`src/rtl/vga_pkg.sv`:
```
// Shared VGA definitions: 640x480@60 timing, the 320x240 RGB444 frame
// buffer geometry and the pixel type. The buffer RAM and its writers use
// the same package.
package vga_pkg;

    // Horizontal timing in pixels
    localparam int H_ACTIVE = 640;
    localparam int H_FP     = 16;
    localparam int H_SYNC   = 96;
    localparam int H_BP     = 48;
    localparam int H_TOTAL  = H_ACTIVE + H_FP + H_SYNC + H_BP;

    // Vertical timing in lines
    localparam int V_ACTIVE = 480;
    localparam int V_FP     = 10;
    localparam int V_SYNC   = 2;
    localparam int V_BP     = 33;
    localparam int V_TOTAL  = V_ACTIVE + V_FP + V_SYNC + V_BP;

    // Frame buffer geometry, upscaled 2x on the screen
    localparam int IMG_W    = 320;
    localparam int IMG_H    = 240;
    localparam int PIX_W    = 12;
    localparam int ROW_W    = 8;
    localparam int COL_W    = 9;

    // Width of the beam position counters (800 pixels / 525 lines fit in 10 bits)
    localparam int CNT_W    = 10;

    typedef logic [PIX_W-1:0] pixel_t;

    // RGB444 word as stored in the frame buffer, red in the top nibble
    typedef struct packed {
        logic [3:0] r;
        logic [3:0] g;
        logic [3:0] b;
    } rgb444_t;

    localparam rgb444_t RGB_BLACK = '0;

    // True when a counter value lies in [first, first+len)
    function automatic logic inSpan(input logic [CNT_W-1:0] cnt, input int first, input int len);
        return (int'(cnt) >= first) && (int'(cnt) < first + len);
    endfunction

endpackage

```
`src/rtl/vga_timing_gen.sv`:
```
// VGA beam timing: pixel-clock divider, horizontal/vertical position
// counters, raw active-low syncs, the active-video flag and the
// start-of-frame tick. Everything advances only while enabled.
module vga_timing_gen #(
    parameter int PIX_DIV  = 2,
    parameter int H_ACTIVE = vga_pkg::H_ACTIVE,
    parameter int H_FP     = vga_pkg::H_FP,
    parameter int H_SYNC   = vga_pkg::H_SYNC,
    parameter int H_BP     = vga_pkg::H_BP,
    parameter int V_ACTIVE = vga_pkg::V_ACTIVE,
    parameter int V_FP     = vga_pkg::V_FP,
    parameter int V_SYNC   = vga_pkg::V_SYNC,
    parameter int V_BP     = vga_pkg::V_BP
) (
    input  logic                      i_clk,
    input  logic                      i_rst,
    input  logic                      i_enable,
    output logic                      o_pixTick,
    output logic                      o_frameTick,
    output logic [vga_pkg::CNT_W-1:0] o_hCnt,
    output logic [vga_pkg::CNT_W-1:0] o_vCnt,
    output logic                      o_hsyncRaw,
    output logic                      o_vsyncRaw,
    output logic                      o_active
);
    import vga_pkg::*;

    localparam int H_PERIOD = H_ACTIVE + H_FP + H_SYNC + H_BP;
    localparam int V_PERIOD = V_ACTIVE + V_FP + V_SYNC + V_BP;

    // A one-clock-per-pixel build still needs a one-bit divider register
    localparam int DIV_W = (PIX_DIV > 1) ? $clog2(PIX_DIV) : 1;

    localparam logic [DIV_W-1:0] DIV_LAST = DIV_W'(PIX_DIV - 1);
    localparam logic [CNT_W-1:0] H_LAST   = CNT_W'(H_PERIOD - 1);
    localparam logic [CNT_W-1:0] V_LAST   = CNT_W'(V_PERIOD - 1);

    logic [DIV_W-1:0] r_div;
    logic [CNT_W-1:0] r_hCnt;
    logic [CNT_W-1:0] r_vCnt;
    logic             r_firstPending;

    logic w_pixTick;
    logic w_hWrap;
    logic w_vWrap;

    // Reset is folded in so no tick (and so no frame pulse) can appear
    // while reset is held, whatever the divider held before it.
    assign w_pixTick = i_enable && !i_rst && (r_div == DIV_LAST);
    assign w_hWrap   = (r_hCnt == H_LAST);
    assign w_vWrap   = (r_vCnt == V_LAST);

    // Pixel divider: free-runs 0..PIX_DIV-1 while enabled, freezes otherwise
    always_ff @(posedge i_clk) begin
        if (i_rst) begin
            r_div <= '0;
        end else if (i_enable) begin
            r_div <= (r_div == DIV_LAST) ? '0 : r_div + 1'b1;
        end
    end

    // Horizontal position: one step per pixel, wrapping at the end of the line
    always_ff @(posedge i_clk) begin
        if (i_rst) begin
            r_hCnt <= '0;
        end else if (w_pixTick) begin
            r_hCnt <= w_hWrap ? '0 : r_hCnt + 1'b1;
        end
    end

    // Vertical position: one step per completed line, wrapping at frame end
    always_ff @(posedge i_clk) begin
        if (i_rst) begin
            r_vCnt <= '0;
        end else if (w_pixTick && w_hWrap) begin
            r_vCnt <= w_vWrap ? '0 : r_vCnt + 1'b1;
        end
    end

    // Remembers that the first pixel after reset has not been ticked yet
    always_ff @(posedge i_clk) begin
        if (i_rst) begin
            r_firstPending <= 1'b1;
        end else if (w_pixTick) begin
            r_firstPending <= 1'b0;
        end
    end

    // Frame boundary: the tick that wraps both counters, or the very first
    // tick after reset so a consumer can lock on without waiting a frame.
    assign o_frameTick = w_pixTick && (r_firstPending || (w_hWrap && w_vWrap));

    assign o_pixTick  = w_pixTick;
    assign o_hCnt     = r_hCnt;
    assign o_vCnt     = r_vCnt;
    assign o_hsyncRaw = !inSpan(r_hCnt, H_ACTIVE + H_FP, H_SYNC);
    assign o_vsyncRaw = !inSpan(r_vCnt, V_ACTIVE + V_FP, V_SYNC);
    assign o_active   = (int'(r_hCnt) < H_ACTIVE) && (int'(r_vCnt) < V_ACTIVE);

endmodule

```
`src/rtl/vga_scan_reader.sv`:
```
// Scans a 320x240 RGB444 frame buffer onto a 640x480 VGA raster. Each
// buffer pixel covers a 2x2 block of screen pixels. The buffer is read
// combinationally; colour and syncs are registered together on the pixel
// tick so they leave the block aligned, one pixel behind the counters.
module vga_scan_reader #(
    parameter int PIX_DIV  = 2,
    parameter int H_ACTIVE = vga_pkg::H_ACTIVE,
    parameter int H_FP     = vga_pkg::H_FP,
    parameter int H_SYNC   = vga_pkg::H_SYNC,
    parameter int H_BP     = vga_pkg::H_BP,
    parameter int V_ACTIVE = vga_pkg::V_ACTIVE,
    parameter int V_FP     = vga_pkg::V_FP,
    parameter int V_SYNC   = vga_pkg::V_SYNC,
    parameter int V_BP     = vga_pkg::V_BP
) (
    input  logic                      Clock,
    input  logic                      Reset,
    input  logic                      enable,
    output logic [vga_pkg::ROW_W-1:0] row_read,
    output logic [vga_pkg::COL_W-1:0] col_read,
    input  logic [vga_pkg::PIX_W-1:0] ram_pixel_in,
    output logic [3:0]                vga_r,
    output logic [3:0]                vga_g,
    output logic [3:0]                vga_b,
    output logic                      vga_hsync,
    output logic                      vga_vsync,
    output logic                      frame_start
);
    import vga_pkg::*;

    logic             w_pixTick;
    logic             w_frameTick;
    logic [CNT_W-1:0] w_hCnt;
    logic [CNT_W-1:0] w_vCnt;
    logic             w_hsyncRaw;
    logic             w_vsyncRaw;
    logic             w_active;
    logic [2:0]       w_unusedCntBits;

    rgb444_t r_rgb;
    logic    r_hsync;
    logic    r_vsync;

    vga_timing_gen #(
        .PIX_DIV  (PIX_DIV),
        .H_ACTIVE (H_ACTIVE),
        .H_FP     (H_FP),
        .H_SYNC   (H_SYNC),
        .H_BP     (H_BP),
        .V_ACTIVE (V_ACTIVE),
        .V_FP     (V_FP),
        .V_SYNC   (V_SYNC),
        .V_BP     (V_BP)
    ) u_timing (
        .i_clk       (Clock),
        .i_rst       (Reset),
        .i_enable    (enable),
        .o_pixTick   (w_pixTick),
        .o_frameTick (w_frameTick),
        .o_hCnt      (w_hCnt),
        .o_vCnt      (w_vCnt),
        .o_hsyncRaw  (w_hsyncRaw),
        .o_vsyncRaw  (w_vsyncRaw),
        .o_active    (w_active)
    );

    // Dropping the counter LSBs gives the 2x upscale. Addresses are parked
    // at 0 in blanking so the RAM sees a stable address there.
    assign row_read = w_active ? w_vCnt[8:1] : '0;
    assign col_read = w_active ? w_hCnt[9:1] : '0;

    // The scaled-away LSBs and the spare top bit of the line counter
    assign w_unusedCntBits = {w_vCnt[9], w_vCnt[0], w_hCnt[0]};

    // Output stage: reset wins over enable; disabling blanks at once; otherwise
    // colour and syncs are captured together once per pixel.
    always_ff @(posedge Clock) begin
        if (Reset) begin
            r_rgb   <= RGB_BLACK;
            r_hsync <= 1'b1;
            r_vsync <= 1'b1;
        end else if (!enable) begin
            r_rgb   <= RGB_BLACK;
            r_hsync <= 1'b1;
            r_vsync <= 1'b1;
        end else if (w_pixTick) begin
            r_rgb   <= w_active ? rgb444_t'(ram_pixel_in) : RGB_BLACK;
            r_hsync <= w_hsyncRaw;
            r_vsync <= w_vsyncRaw;
        end
    end

    assign vga_r       = r_rgb.r;
    assign vga_g       = r_rgb.g;
    assign vga_b       = r_rgb.b;
    assign vga_hsync   = r_hsync;
    assign vga_vsync   = r_vsync;
    assign frame_start = w_frameTick;

endmodule

```
`config.mk`:
```
export PLATFORM = sky130hd
export DESIGN_NAME = vga_scan_reader
export DESIGN_NICKNAME = d
export VERILOG_FILES = /design/src/rtl/vga_pkg.sv /design/src/rtl/vga_timing_gen.sv /design/src/rtl/vga_scan_reader.sv
export SDC_FILE = /design/constraint.sdc
export NUM_CORES = 1
export LEC_CHECK = 0
export ABC_AREA = 1
export BUFFER_PORTS_ARGS = -buffer_cell sky130_fd_sc_hd__clkbuf_2
export CORE_UTILIZATION = 30
export CTS_BUF_LIST = sky130_fd_sc_hd__clkbuf_4 sky130_fd_sc_hd__clkbuf_8 sky130_fd_sc_hd__clkbuf_16
export DETAILED_ROUTE_END_ITERATION = 12
export PLACE_DENSITY = 0.47
export SLEW_MARGIN = 5
export SYNTH_ARGS = -nofsm -noshare
export SYNTH_HDL_FRONTEND = slang
export SYNTH_SLANG_ARGS = --single-unit
```
`constraint.sdc`:
```
create_clock -name Clock -period 1.85 [get_ports Clock]
set_input_delay 0 -clock Clock [delete_from_list [all_inputs] [get_ports Clock]]
set_output_delay 0 -clock Clock [all_outputs]
set_load 0.005 [all_outputs]
```
==> reports/qor.txt <==
FP Rows = 28
IO buf count = 46
Required @ worst endpoint = 1850 ps
CTS tree = done
Max Clock Freq = 610 MHz
Die Ht = 82.5 um
setup TNS = 0 ps
Final period util = 0.886
clk buf depth = 2
Area contributors post-synth = dfxtp_1 37%, nand2_1 11%, nor2_1 9.3%
maximum VDD drop = 0.000360 V
Nets = 377
final WL = 5180 um
pin count of the biggest net entering global routing = 18
DRC Markers = 0
placeable core area = 6100 um2
most frequent CP cell = nand2_4
largest family of logic cells by synthesized area = simple AND/OR/NAND/NOR gates
fill count = 677
P&R area growth vs syn = 30.1%
Initial Util = 0.319
cells after synthesis = 290
first-pass GRT wire length = 7970 um
Synth top area share = 0.371
YS warnings = 0
P per Cell Area = 602 nW/um2
CTS Root Buffer Type = clkbuf_8
Syn Area/Cell = 6.70 um2
Die Width = 82.5 um
htree depth = 2
RSZ-0062 raised after global routing = false
#FFs+latches synth = 36
post-synth top area cell = dfxtp_1
Synth Cell Area = 1940 um2
wire length per cell = 11.9 um
Hold WC Path Type = in -> reg
Buf/Inv on CP = 2
Die ar. = 6800 um2
DRT Pass-1 Iters = 4
DRT antenna net count = 0
crit path launch type = flip-flop
Overflow after GRT = 0
post-synthesis mux area share = 0
CP Max Fanout = 5
internal power = 1.18 mW
net switching fraction of the power = 0.227
Logic pwr share = 0.076
initial antenna violation count = 0
Final HPWL DP = 3740 um
CP endpoint kind = primary output
clock sink count = 36
GRT Util Overall = 0.159
Synth Area in Simple Gates = 0.392
Netlist cell types = 27
Critical Path AT = 1640 ps
drt via density = 4.58
leakage = 1.24 nW
max incr delay on CP = 380 ps
most frequent cells in the layout = 58 x nand2_1, 47 x nor2_1, 46 x clkbuf_2
vias in the first global route = 1711
Cell Chain, Critical Path = ha_1 -> nand3_1 -> clkinv_1 -> nand2_4 -> nor2_8 -> nand2_4 -> o21ai_0 -> clkbuf_2
worst relative slew slack = 0.762
Crit-path slowest cell = dfxtp_1
Worst-Skew Late Latency = 280 ps
post-synthesis net count = 309
clk slew on worst S/H paths = 70 ps
CP Class = reg -> out
Inserted Clock Buffers = 5
Final Setup Violations = 0
Crit path max-delay family = simple AND/OR/NAND/NOR gates
final weighted congestion in routability-driven placement = 0.778
Clock power frac = 0.400
MaxCap Viol Count = 0
min cycle time layout = 1640 ps
Psw = 345 uW
sequential power share = 0.523
actual slew at the worst max-slew pin = 357 ps
share of cells above drive strength 1 = 0.228
Slew Viols, Final = 0
ant diodes = 0
commonest non-fill, non-tap cell in the layout = nand2_1
Initial DRC Count = 99
Min Hold Slack = 12.2 ps
Synth Area in Adders = 0.0258
xor and xnor area share after synthesis = 0.00901
status = finished clean
endpoints failing hold = 0
IO Pins = 47
sequential share of the synthesized area = 0.371
post-synthesis compound-gate area fraction = 0.103
Via Count = 1988
clock skew = 4.00 ps
path summary, 6_finish.rpt:
path	cells after the start	slack [ps]	startpoint	to
worst min register to register	2	470	vga_r[0]	vga_r[0]
worst max register to register	9	270	u_timing.o_hCnt[0]	u_timing.o_hCnt[0]
worst min-delay path	3	10	Reset	u_timing.r_firstPending
worst max-delay path	8	210	u_timing.o_hCnt[0]	frame_start
cells in the mapped netlist:
cell type / instances
nand4_1: 7
nor2_2: 2
nand3_1: 31
nor2_4: 1
nor3_2: 3
clkinv_1: 1
clkbuf_1: 2
inv_2: 3
inv_1: 36
o21ai_0: 16
nor3_4: 1
inv_6: 1
xor2_1: 1
nor3_1: 3
nand2_1: 58
nand2_4: 2
nor2_1: 48
nor2_8: 1
nand3_4: 1
ha_1: 4
inv_4: 1
a21oi_1: 23
nand3_2: 2
xnor2_1: 1
dfxtp_1: 36
o21ai_1: 1
buf_2: 4
power groups by stage:
stage	clock (mW)	combinational (mW)	sequential, mW
after floorplan	0	0.0467	0.816
after global placement	0	0.0966	0.815
after detailed placement	0	0.0967	0.815
after CTS	0.637	0.117	0.797
after global routing	0.661	0.130	0.798
final	0.610	0.116	0.797
cell type report:
type                            instances  area, um2  area share
Clock buffer                            8       97.6      0.0386
Inverter                               42        165      0.0653
Multi-Input combinational cell        206       1030       0.408
Sequential cell                        36        721       0.285
Tap cell                               75       93.8      0.0371
Timing Repair Buffer                   67        418       0.165
state kept, by name (all words and copies together) (netlist names):
signal and cells:
vga_b 4, vga_vsync 1, u_timing.r_firstPending 1, u_timing.o_hCnt 10, vga_r 4, u_timing.r_div 1
u_timing.o_vCnt 10, vga_g 4, vga_hsync 1
worst register-to-register path, delay by kind of cell, from the launching register on:
kind | cells | cell delay [ps]
buffers and inverters | 3 | 380
AND/OR/NAND/NOR | 4 | 480
AO/OA/AOI/OAI | 1 | 110
flip-flops | 1 | 340
adder cells (fa/ha/maj) | 1 | 210
repair_timing:
action	CTS	global route
gates resized for setup	0	1
setup endpoints to repair	0	2
setup buffers	0	2
hold endpoints to repair	12	0
hold buffers	12	0
layer usage:
| layer | global-route usage | vias up | wire (um) |
|---|---|---|---|
| met4 | 0.0579 | 0 | 45 |
| li1 | - | 1065 | - |
| met3 | 0.0473 | 4 | 199 |
| met1 | 0.204 | 882 | 2540 |
| met2 | 0.250 | 37 | 2390 |
| met5 | 0 | - | 0 |
logic make-up (layout without fill, tap and decap cells):
kind of cell               count (synthesis)  count (layout)
DFF                                       36              36
adders and majority gates                  4               4
buffers and inverters                     48             117
xor gates and xnor gates                   2               2
AOI/OAI and AO/OA                         40              40
and+or+nand+nor                          160             160
stage by stage:
stage                     total power [mW]  area, um2  utilization  cells  worst slack [ps]
after floorplan                      0.863       1940            -    290               467
after global placement               0.911       2290        0.376    412               280
after detailed placement             0.912       2290        0.376    412               226
after CTS                             1.55       2510        0.412    432              96.4
after global routing                  1.59       2530        0.415    434              43.6
final                                 1.52       2530        0.415    434               212
No activity file was read; power rests on OpenSTA's default activity.
